$ cat src/rtl/uart_cmd_arbiter.sv
// Round-robin arbiter sharing the UART command port between two requesters.
// Holds each strobe until uart_ready or timeout, then returns one response pulse.
module uart_cmd_arbiter #(
    parameter int DATA_WIDTH     = 32,
    parameter int ADDR_WIDTH     = 8,
    parameter int TIMEOUT_CYCLES = 1048576
) (
    input  logic                  PCLK,
    input  logic                  PRESET,
    input  logic                  r0_req_valid,
    input  logic [1:0]            r0_req_op,
    input  logic [ADDR_WIDTH-1:0] r0_req_addr,
    input  logic [DATA_WIDTH-1:0] r0_req_wdata,
    output logic                  r0_req_ready,
    output logic                  r0_rsp_valid,
    output logic [DATA_WIDTH-1:0] r0_rsp_rdata,
    output logic                  r0_rsp_error,
    output logic                  r0_rsp_timeout,
    input  logic                  r1_req_valid,
    input  logic [1:0]            r1_req_op,
    input  logic [ADDR_WIDTH-1:0] r1_req_addr,
    input  logic [DATA_WIDTH-1:0] r1_req_wdata,
    output logic                  r1_req_ready,
    output logic                  r1_rsp_valid,
    output logic [DATA_WIDTH-1:0] r1_rsp_rdata,
    output logic                  r1_rsp_error,
    output logic                  r1_rsp_timeout,
    output logic                  uart_config_write_detect,
    output logic                  uart_config_read_detect,
    output logic                  uart_tx_detect,
    output logic                  uart_rx_detect,
    output logic [ADDR_WIDTH-1:0] uart_config_address,
    output logic [DATA_WIDTH-1:0] uart_write_data_in,
    input  logic                  uart_ready,
    input  logic [DATA_WIDTH-1:0] uart_read_data,
    input  logic                  uart_error,
    output logic                  busy,
    output logic                  grant_id
);
    localparam int CW = $clog2(TIMEOUT_CYCLES) + 1;

    typedef enum logic [1:0] {IDLE, ISSUE, RESP, DRAIN} state_t;

    state_t                state_q, state_d;
    logic [1:0]            op_q, op_d;
    logic [ADDR_WIDTH-1:0] addr_q, addr_d;
    logic [DATA_WIDTH-1:0] wdata_q, wdata_d;
    logic                  id_q, id_d;
    logic                  ptr_q, ptr_d;
    logic                  first_q, first_d;
    logic [CW-1:0]         cnt_q, cnt_d;
    logic [DATA_WIDTH-1:0] rdata_q, rdata_d;
    logic                  err_q, err_d;
    logic                  to_q, to_d;
    logic                  gnt;

    // ptr_q remembers the last granted requester; reset value 1 lets r0 win the first tie.
    always_ff @(posedge PCLK or posedge PRESET) begin
        if (PRESET) begin
            state_q <= IDLE;
            op_q    <= '0;
            addr_q  <= '0;
            wdata_q <= '0;
            id_q    <= 1'b0;
            ptr_q   <= 1'b1;
            first_q <= 1'b0;
            cnt_q   <= '0;
            rdata_q <= '0;
            err_q   <= 1'b0;
            to_q    <= 1'b0;
        end else begin
            state_q <= state_d;
            op_q    <= op_d;
            addr_q  <= addr_d;
            wdata_q <= wdata_d;
            id_q    <= id_d;
            ptr_q   <= ptr_d;
            first_q <= first_d;
            cnt_q   <= cnt_d;
            rdata_q <= rdata_d;
            err_q   <= err_d;
            to_q    <= to_d;
        end
    end

    always_comb begin
        state_d = state_q;
        op_d    = op_q;
        addr_d  = addr_q;
        wdata_d = wdata_q;
        id_d    = id_q;
        ptr_d   = ptr_q;
        first_d = 1'b0;
        cnt_d   = cnt_q;
        rdata_d = rdata_q;
        err_d   = err_q;
        to_d    = to_q;
        gnt     = (r0_req_valid && r1_req_valid) ? ~ptr_q : r1_req_valid;
        case (state_q)
            IDLE: begin
                if (r0_req_valid || r1_req_valid) begin
                    id_d    = gnt;
                    ptr_d   = gnt;
                    op_d    = gnt ? r1_req_op    : r0_req_op;
                    addr_d  = gnt ? r1_req_addr  : r0_req_addr;
                    wdata_d = gnt ? r1_req_wdata : r0_req_wdata;
                    cnt_d   = '0;
                    first_d = 1'b1;
                    state_d = ISSUE;
                end
            end
            ISSUE: begin
                // A ready in the final counted cycle still completes normally.
                if (uart_ready) begin
                    rdata_d = op_q[0] ? uart_read_data : '0;
                    err_d   = uart_error;
                    to_d    = 1'b0;
                    state_d = RESP;
                end else if (cnt_q == CW'(TIMEOUT_CYCLES - 1)) begin
                    rdata_d = '0;
                    err_d   = 1'b1;
                    to_d    = 1'b1;
                    state_d = RESP;
                end else begin
                    cnt_d = cnt_q + CW'(1);
                end
            end
            RESP:    state_d = DRAIN;
            DRAIN:   if (!uart_ready) state_d = IDLE;
            default: state_d = IDLE;
        endcase
    end

    always_comb begin
        uart_config_write_detect = 1'b0;
        uart_config_read_detect  = 1'b0;
        uart_tx_detect           = 1'b0;
        uart_rx_detect           = 1'b0;
        uart_config_address      = addr_q;
        uart_write_data_in       = wdata_q;
        r0_req_ready             = 1'b0;
        r1_req_ready             = 1'b0;
        r0_rsp_valid             = 1'b0;
        r0_rsp_rdata             = '0;
        r0_rsp_error             = 1'b0;
        r0_rsp_timeout           = 1'b0;
        r1_rsp_valid             = 1'b0;
        r1_rsp_rdata             = '0;
        r1_rsp_error             = 1'b0;
        r1_rsp_timeout           = 1'b0;
        busy                     = (state_q != IDLE);
        grant_id                 = id_q;
        if (state_q == ISSUE) begin
            case (op_q)
                2'b00:   uart_config_write_detect = 1'b1;
                2'b01:   uart_config_read_detect  = 1'b1;
                2'b10:   uart_tx_detect           = 1'b1;
                default: uart_rx_detect           = 1'b1;
            endcase
            r0_req_ready = first_q && !id_q;
            r1_req_ready = first_q && id_q;
        end
        if (state_q == RESP) begin
            if (id_q) begin
                r1_rsp_valid   = 1'b1;
                r1_rsp_rdata   = rdata_q;
                r1_rsp_error   = err_q;
                r1_rsp_timeout = to_q;
            end else begin
                r0_rsp_valid   = 1'b1;
                r0_rsp_rdata   = rdata_q;
                r0_rsp_error   = err_q;
                r0_rsp_timeout = to_q;
            end
        end
    end
endmodule

$ cat config.mk
export PLATFORM = sky130hd
export DESIGN_NAME = uart_cmd_arbiter
export DESIGN_NICKNAME = d
export VERILOG_FILES = /design/src/rtl/uart_cmd_arbiter.sv
export SDC_FILE = /design/constraint.sdc
export NUM_CORES = 1
export LEC_CHECK = 0
export BUFFER_PORTS_ARGS = -buffer_cell sky130_fd_sc_hd__buf_2
export CAP_MARGIN = 10
export CORE_MARGIN = 5
export CORE_UTILIZATION = 50
export CTS_BUF_LIST = sky130_fd_sc_hd__clkbuf_16
export CTS_CLUSTER_SIZE = 8
export DETAILED_ROUTE_END_ITERATION = 12
export HOLD_SLACK_MARGIN = 0.1
export MAX_ROUTING_LAYER = met4
export PLACE_DENSITY = 0.95
export SETUP_SLACK_MARGIN = 0.3
export SYNTH_ARGS = -nofsm -noshare
export SYNTH_HDL_FRONTEND = slang
export SYNTH_SLANG_ARGS = --single-unit
$ cat constraint.sdc
create_clock -name PCLK -period 8.26 [get_ports PCLK]
set_input_delay 0.826 -clock PCLK [delete_from_list [all_inputs] [get_ports PCLK]]
set_output_delay 0.826 -clock PCLK [all_outputs]
set_load 0.05 [all_outputs]
==> results.yml <==
clocking:
  cts.sinks: 102
  cts_buffers: 9
  htree_levels: 3
  cts-root-buf: "clkbuf_16"
  clock_latency_ns: 0.34
  cts-resized-gates: 0
  clkTransAtPathRegs_ns: 0.07
  clk_path_buf_depth: 2
  postCtsSetupRepairBufs: 0
  ctsHoldBuffers: 0
  tritoncts: "built"
route:
  ant_nets: 0
  routed_via_density: 5.30
  drc: 0
  drt-total-wl_mm: 14.1
  drtPass1Iterations: 5
  routedWlPerCell_um: 16.0
  dr.first_iter.drc_count: 295
  vias: 4675
finish:
  syn_to_final_growth_pct: 30.1
  final_common_cell: "buf_2"
  final_cell_mix: "239 x buf_2, 101 x dfrtp_1, 61 x nand2_1"
  drive_gt1_frac: 0.371
  antennaDiodeCount: 0
  finalNetCount: 868
sta:
  worst_pin_slew_ns: 1.12
  finalHoldViolCount: 0
  whs_ns: 0.476
  fin_crit_sh: 0.422
  rsz0062_at_grt: "no"
  fmax_mhz: 287
  setup-violations-final: 0
  timing.final.ws_setup_ns: 4.77
  worst_slew_margin_rel: 0.254
  fin_setup_tns_ns: 0
  min_period_ns: 3.49
  slew_violations: 0
  finalClockSkew_ns: 0.0104
critical_path:
  path_class: "register to output port"
  r2r_cells: 7
  reg2reg_to: "cnt_q[17]$_DFFE_PP0P_"
  crit_path_max_fanout: 37
  r2r_setup_slack_ns: 5.32
  cp.required_ns: 7.43
  crit_path_end_kind: "output port"
  crit_arrival_ns: 2.66
  worstSetupStartpointType: "register"
  r2r_start: "state_q[1]$_DFFE_PP0P_"
min_path:
  min_to: "uart_write_data_in[26]$_DFFE_PP0P_"
  holdPathStages: 2
  hold_path.class: "register to register"
  hold_start: "uart_write_data_in[26]$_DFFE_PP0P_"
placed_design:
  dp_hpwl_mm: 10.6
  place_congestion: 0.885
  io_buffers: 239
  preCtsSetupSlack_ns: 5.15
die:
  dieHeight_um: 112
  fp.dieW_um: 112
  initial_utilization: 0.508
  ios: 240
  core-area_um2: 10200
  rows: 37
  die_area_um2: 12500
synthesis:
  synthCells: 522
  synthTopCellsByArea: "dfrtp_1 49%, mux2i_1 8.3%, a22o_1 5.9%"
  synth-warning-count: 0
  synth.distinct_cells: 46
  ys.flop_type: "dfrtp_1"
  async_reset_ff_frac: 1.00
  yosysSeqAreaShare: 0.491
  synth_top_area_cell: "dfrtp_1"
  yosysTopAreaCellShare: 0.486
  synth_area_um2: 5200
  synth_edf_count: 0
  ys_seq_elements: 102
  syn_nets: 649
  synth.avg_cell_area_um2: 9.96
power_and_ir_drop:
  cellLeakagePower_nw: 3.69
  vdd_drop_max_uv: 194
  power.density_nw_per_um2: 356
global_routing:
  grt_max_degree: 56
  grt_pass1_vias: 4613
  track_usage: 0.229
  grt_pass1_wl_mm: 22.9
  grt-ovfl-total: 0
  antenna_found_initial: 0
job:
  maxCapViolations: 0
run_status:
  outcome: "finished clean"
worst max path at each step:
| stage | cells past startpoint | to | start | slack, ns |
|---|---|---|---|---|
| floorplan | 1 | cnt_q[0]$_DFFE_PP0P_ | PRESET | 4.76 |
| global placement | 6 | r0_rsp_rdata[24] | state_q[0]$_DFFE_PP0P_ | 5.31 |
| detailed placement | 6 | r0_rsp_rdata[17] | state_q[0]$_DFFE_PP0P_ | 5.15 |
| CTS | 6 | r0_rsp_rdata[17] | state_q[0]$_DFFE_PP0P_ | 4.78 |
| global route | 6 | r0_rsp_rdata[21] | state_q[0]$_DFFE_PP0P_ | 4.57 |
| finish | 6 | r0_rsp_rdata[17] | state_q[0]$_DFFE_PP0P_ | 4.77 |
sequential cells by signal, summed over array words and instances (netlist names):
register,flops
state_q,2
uart_write_data_in,32
grant_id,1
op_q,2
uart_config_address,8
to_q,1
first_q,1
err_q,1
cnt_q,21
rdata_q,32
ptr_q,1
layer usage:
metal	track usage	vias up	routed length [µm]
met5	-	-	0
met4	0.0473	0	162
li1	-	2305	-
met3	0.0413	14	940
met2	0.381	190	7200
met1	0.295	2166	5790
logic make-up (layout without fill, tap and decap cells):
family	after synthesis	after routing	share of synthesized area
and+or+nand+nor	191	191	0.201
AOI/OAI and AO/OA	132	132	0.170
DFF	102	102	0.491
buffers and inverters	48	272	0.0404
muxes	44	44	0.0849
adders and majority gates	5	5	0.0120
final cells by class:
cell class	count	area (µm²)
clock inverter	7	73.8
fill	825	3460
tap	136	170
multi-input combinational	372	2460
inverter	11	43.8
clock buffer	9	225
sequential	102	2550
timing repair buffer	245	1240
Yosys cell counts (all sizes together) (3+ instances only):
library cell,n
mux2i,43
nor2,15
dfrtp,101
or3,4
ha,5
nand4,7
and2,36
a22o,35
nor4,5
a31oi,7
a21boi,3
a21oi,11
buf,10
nand2,61
clkbuf,27
o21ai,63
nand3,14
nor3,3
and3,37
o31ai,3
inv,11
critical path: stages, from the launching register on:
cell	delay (ns)
dfrtp_1	0.40
inv_1	0.11
ha_1	0.86
nor2b_1	0.22
buf_4	0.29
and2_1	0.18
buf_2	0.26
through the flow:
stage | util | cell area, µm² | std cells | total power, mW
final | 0.661 | 6770 | 882 | 2.41
after global routing | 0.661 | 6770 | 882 | 2.55
after CTS | 0.661 | 6770 | 882 | 2.42
after detailed placement | 0.632 | 6470 | 866 | 2.00
after global placement | 0.632 | 6470 | 866 | 1.96
after floorplan | - | 5200 | 522 | 1.69
power breakdown:
group | internal [mW] | switching [mW] | total, mW | leakage, nW
Sequential | 0.663 | 0.123 | 0.786 | 1.33
Clock | 0.237 | 0.185 | 0.422 | 0.147
Combinational | 0.313 | 0.889 | 1.20 | 2.22
Total | 1.21 | 1.20 | 2.41 | 3.69
(Power assumes the default switching activity.)
